**src/rtl/pipeline_run_ctrl.sv**
```systemverilog
// Start/step controller between the board switches and the pipeline: debounces the
// switches, runs free or single-step, counts enabled cycles and stops on halt or limit.
module pipeline_run_ctrl #(
   parameter int DEBOUNCE_CYCLES = 16,
   parameter int CNT_W           = 32,
   parameter int MAX_CYCLES      = 0
) (
   input  logic             clk,
   input  logic             rst,
   input  logic             switchStart,
   input  logic             switchStep,
   input  logic             mode,
   input  logic             halt_in,
   output logic             en,
   output logic             running,
   output logic             done,
   output logic             timeout,
   output logic [CNT_W-1:0] cycle_count
);

   localparam int               DB_W       = $clog2(DEBOUNCE_CYCLES + 1);
   localparam logic [DB_W-1:0]  DB_LAST    = DB_W'(DEBOUNCE_CYCLES - 1);
   localparam logic [CNT_W-1:0] LIMIT_LAST = (MAX_CYCLES > 0) ? CNT_W'(MAX_CYCLES - 1) : '0;

   typedef enum logic [2:0] {
      S_IDLE,
      S_RUN,
      S_STEP_WAIT,
      S_STEP_PULSE,
      S_HALTED
   } state_t;

   // Index 0 is the start switch, index 1 the step button.
   logic [1:0] w_raw;
   logic [1:0] w_db;
   logic [1:0] w_db_rise;
   logic [1:0] w_db_fall;

   assign w_raw = {switchStep, switchStart};

   genvar gi;
   generate
      for (gi = 0; gi < 2; gi++) begin : g_switch
         logic            r_sync0;
         logic            r_sync1;
         logic            r_db;
         logic            r_db_q;
         logic [DB_W-1:0] r_db_cnt;

         always_ff @(posedge clk or negedge rst) begin
            if (!rst) begin
               r_sync0  <= 1'b0;
               r_sync1  <= 1'b0;
               r_db     <= 1'b0;
               r_db_q   <= 1'b0;
               r_db_cnt <= '0;
            end else begin
               r_sync0 <= w_raw[gi];
               r_sync1 <= r_sync0;
               r_db_q  <= r_db;
               // The level is accepted on the DEBOUNCE_CYCLES-th consecutive differing sample.
               if (r_sync1 != r_db) begin
                  if (r_db_cnt == DB_LAST) begin
                     r_db     <= r_sync1;
                     r_db_cnt <= '0;
                  end else begin
                     r_db_cnt <= r_db_cnt + 1'b1;
                  end
               end else begin
                  r_db_cnt <= '0;
               end
            end
         end

         assign w_db[gi]      = r_db;
         assign w_db_rise[gi] = r_db & ~r_db_q;
         assign w_db_fall[gi] = ~r_db & r_db_q;
      end
   endgenerate

   state_t           r_state;
   state_t           w_state_next;
   logic             r_en;
   logic             r_running;
   logic             r_done;
   logic             r_timeout;
   logic             w_timeout_next;
   logic [CNT_W-1:0] r_count;
   logic [CNT_W-1:0] w_count_next;
   logic             w_limit;

   assign w_limit = (MAX_CYCLES > 0) && r_en && (r_count == LIMIT_LAST);

   always_comb begin
      w_state_next   = r_state;
      w_timeout_next = r_timeout;
      w_count_next   = r_count;
      if (r_en && (r_count != '1)) begin
         w_count_next = r_count + 1'b1;
      end
      case (r_state)
         S_IDLE: begin
            if (w_db_rise[0]) begin
               w_state_next = mode ? S_STEP_WAIT : S_RUN;
            end
         end
         S_RUN: begin
            if (halt_in) begin
               w_state_next = S_HALTED;
            end else if (w_limit) begin
               w_state_next   = S_HALTED;
               w_timeout_next = 1'b1;
            end else if (w_db_fall[0]) begin
               w_state_next = S_IDLE;
            end
         end
         S_STEP_WAIT: begin
            if (halt_in) begin
               w_state_next = S_HALTED;
            end else if (w_db_fall[0]) begin
               w_state_next = S_IDLE;
            end else if (w_db_rise[1]) begin
               w_state_next = S_STEP_PULSE;
            end
         end
         S_STEP_PULSE: begin
            if (halt_in) begin
               w_state_next = S_HALTED;
            end else if (w_limit) begin
               w_state_next   = S_HALTED;
               w_timeout_next = 1'b1;
            end else if (w_db_fall[0]) begin
               w_state_next = S_IDLE;
            end else begin
               w_state_next = S_STEP_WAIT;
            end
         end
         S_HALTED: begin
            if (!w_db[0]) begin
               w_state_next   = S_IDLE;
               w_timeout_next = 1'b0;
               w_count_next   = '0;
            end
         end
         default: begin
            w_state_next = S_IDLE;
         end
      endcase
   end

   // Outputs are registered from the next state so they track the state register exactly.
   always_ff @(posedge clk or negedge rst) begin
      if (!rst) begin
         r_state   <= S_IDLE;
         r_en      <= 1'b0;
         r_running <= 1'b0;
         r_done    <= 1'b0;
         r_timeout <= 1'b0;
         r_count   <= '0;
      end else begin
         r_state   <= w_state_next;
         r_en      <= (w_state_next == S_RUN) || (w_state_next == S_STEP_PULSE);
         r_running <= (w_state_next == S_RUN) || (w_state_next == S_STEP_WAIT) ||
                      (w_state_next == S_STEP_PULSE);
         r_done    <= (w_state_next == S_HALTED);
         r_timeout <= w_timeout_next;
         r_count   <= w_count_next;
      end
   end

   assign en          = r_en;
   assign running     = r_running;
   assign done        = r_done;
   assign timeout     = r_timeout;
   assign cycle_count = r_count;

endmodule

```
**config.mk**
```make
export PLATFORM = sky130hd
export DESIGN_NAME = pipeline_run_ctrl
export DESIGN_NICKNAME = d
export VERILOG_FILES = /design/src/rtl/pipeline_run_ctrl.sv
export SDC_FILE = /design/constraint.sdc
export NUM_CORES = 1
export LEC_CHECK = 0
export CELL_PAD_IN_SITES_DETAIL_PLACEMENT = 1
export CELL_PAD_IN_SITES_GLOBAL_PLACEMENT = 2
export CORE_ASPECT_RATIO = 1.1
export CORE_MARGIN = 10
export CORE_UTILIZATION = 34
export DETAILED_ROUTE_END_ITERATION = 8
export PLACE_DENSITY = 0.79
export SLEW_MARGIN = 10
export SYNTH_ARGS = -nofsm -noshare
export SYNTH_HDL_FRONTEND = slang
export SYNTH_SLANG_ARGS = --single-unit
```
**constraint.sdc**
```tcl
create_clock -name clk -period 3.07 [get_ports clk]
set_input_delay 0.307 -clock clk [delete_from_list [all_inputs] [get_ports clk]]
set_output_delay 0.307 -clock clk [all_outputs]
set_load 0.02 [all_outputs]
```
==> metrics.txt <==
Period Utilization, post-route=80.7%; class of the tightest hold or removal check=in2async; average vias per placed instance=5.29; total routing usage reported by global routing=11.6%; final core area utilization=43.8%; most common cell after layout, fill and taps aside=sky130_fd_sc_hd__dfrtp_1; Startpoint Class=flop; actual slew at the worst max-slew pin=725 ps; status=completed; number of top-level pins=42; Post-CTS Setup Inserts=0; worst-path maximum fanout=9; crit path DAT=2720 ps; routed len/inst=16.4 microns; reg-to-reg startpoint=cycle_count[2]; TritonCTS clock tree=done; Pleak=1.35 nW; uppermost layer routed=met4; wl on met1=3200 microns; Resized cells post-CTS=0; number of slew-limit violations in the final report=0; TritonCTS buffer count=5; area added between synthesis and finish=23.6%; Clock Sinks=56; required time worst endpoint=3310 ps; number of hold-repair buffers added at the cts stage=0; leading post-synthesis cells by cell area=sky130_fd_sc_hd__dfrtp_1 52%, sky130_fd_sc_hd__a21oi_1 4.1%, sky130_fd_sc_hd__nor2_1 3.4%; unrepaired setup endpoints after global routing=false; die outline area=11800 sq um; number of flops mapped to enable cells by yosys=0; max-cap check violation count=0; fraction of final layout cells with drive strength greater than 1=9.35%; Mapped Nets=274; drt first-iter violations=95; Port Buf Inserts=40; Die H=113 microns; floorplan die width=105 microns; Critical Path End Type=flop; clock slew at the register clock pins of the worst setup and hold paths=100 ps; commonest register cell after synthesis=sky130_fd_sc_hd__dfrtp_1; number of global-route vias before repair=2299; worst reg2reg path depth=5; TNS Setup=0 ps; clock latency of the later-clocked register in the worst-skew pair=310 ps; met2 wire len=3260 microns; number of rows created at floorplan=33; number of buffers on the longest clock path=2; power consumption=0.00128 W; residual DRC count=0; Power Dens Cells=387 nW/um^2; count of different cell masters after synthesis=40; instance count of the mapped netlist=265; total congestion overflow=0; area of the mapped netlist=2680 sq um; commonest cells after routing, fill and taps aside=56 x sky130_fd_sc_hd__dfrtp_1, 39 x sky130_fd_sc_hd__clkdlybuf4s50_1, 23 x sky130_fd_sc_hd__nor2_1, 22 x sky130_fd_sc_hd__a21oi_1, 18 x sky130_fd_sc_hd__nand2_1; count of state elements after synthesis=56; area of the core region=7560 sq um; number of antenna diodes=0; register area share after synthesis=52.3%; fraction of post-synthesis cell area in the top cell type by area=52.3%; final instance area=3310 sq um; worst rel slew slack=51.6%; CTS root buf=sky130_fd_sc_hd__clkbuf_8; placed wire-length estimate=4850 microns; Routed WL=6830 microns; Post-Syn Area per Cell=10.1 sq um; initial antenna violation count=0; Async SR Flop Fraction=100%; skew final=6.72 ps; nets=318; worst hold slack=121 ps; initial standard-cell utilization of the core=35.5%; most area-hungry cell type in the Yosys netlist=sky130_fd_sc_hd__dfrtp_1; number of setup violations in the final report=0; met3 WL post-DR=277 microns; critical path start-end classification=reg2reg; gpl congestion=0.765; VDD IR max=0.179 mV; first-pass GRT wire length=11600 microns; maximum operating frequency=404 MHz; number of nets with antenna violations after routing=0; post-layout min period=2480 ps; detailed-route via count=2196; placed inst area=3200 sq um; final hold vios=0; pin count of the biggest net entering global routing=57; level count of the clock H-tree=2; Crit. Startpoint=cycle_count[2]; Yosys Warn Count=0; router iterations before antenna repair=4
cell usage after synthesis, drive strengths merged (3+ instances only):
library cell	count
dfrtp	56
nor2	24
a21oi	22
nand2	18
or4	17
nand3	16
nand4	11
o31ai	11
o21ai	10
xor2	10
inv	9
and2	6
buf	6
nor4	6
or3	6
o211ai	5
xnor2	4
and3	3
ha	3
mux2i	3
nand4b	3
final cells by class:
type	instances	area, sq um
Inverter	9	33.8
Multi-Input combinational cell	192	1200
Timing Repair Buffer	45	433
Tap cell	105	131
Clock inverter	3	42.5
Sequential cell	56	1400
Fill cell	869	4240
Clock buffer	5	68.8
state kept, by name, summed over array words and instances (netlist names), 2 cells and up:
name and count:
r_state 3, cycle_count 32, g_switch.r_db 2, g_switch.r_sync1 2, g_switch.r_db_q 2, g_switch.r_sync0 2
g_switch.r_db_cnt 10
per-layer routing:
layer,vias up,global-route usage (%)
li1,1057,-
met1,1096,14.8
met2,37,18.9
met3,6,3.06
met4,0,3.48
met5,-,0
report_power, final:
group / internal [W] / switching [W] / total, W
clock network: 0.000242 / 0.000251 / 0.000493
logic: 0.0000131 / 0.0000237 / 0.0000368
registers: 0.000747 / 0.00000640 / 0.000753
critical path, stage by stage (launching register included):
cell                      delay [ps]
sky130_fd_sc_hd__dfrtp_1         490
sky130_fd_sc_hd__nand4_4         180
sky130_fd_sc_hd__or4_4           610
sky130_fd_sc_hd__or3_1           490
sky130_fd_sc_hd__or4_1           500
sky130_fd_sc_hd__a21oi_1         150
path summary, 6_finish.rpt:
| kind | endpoint | slack (ps) |
|---|---|---|
| max | cycle_count[27] | 590 |
| min reg2reg | g_switch[1].r_sync1 | 360 |
| min in group clk | g_switch[1].r_sync1 | 360 |
| max in group asynchronous | cycle_count[1] | 2470 |
| max reg2reg | cycle_count[27] | 590 |
| min | cycle_count[21] | 120 |
stage by stage:
stage	instances	setup slack, ps
3_5_place_dp	407	615
6_report	415	593
4_1_cts	415	588
2_1_floorplan	265	553
5_1_grt	415	433
3_3_place_gp	407	658
cells by family (layout without fill, tap and decap cells):
logic type                 Yosys count  in the layout  share of synthesized area, %
AOI/OAI and AO/OA                   54             54                          12.5
xor gates and xnor gates            14             14                          4.57
adders and majority gates            3              3                          1.40
buffers and inverters               17             62                          2.94
DFF                                 56             56                          52.3
muxes                                4              4                          1.54
other                                1              1                         0.140
and+or+nand+nor                    116            116                          24.6
(Power assumes the default switching activity.)
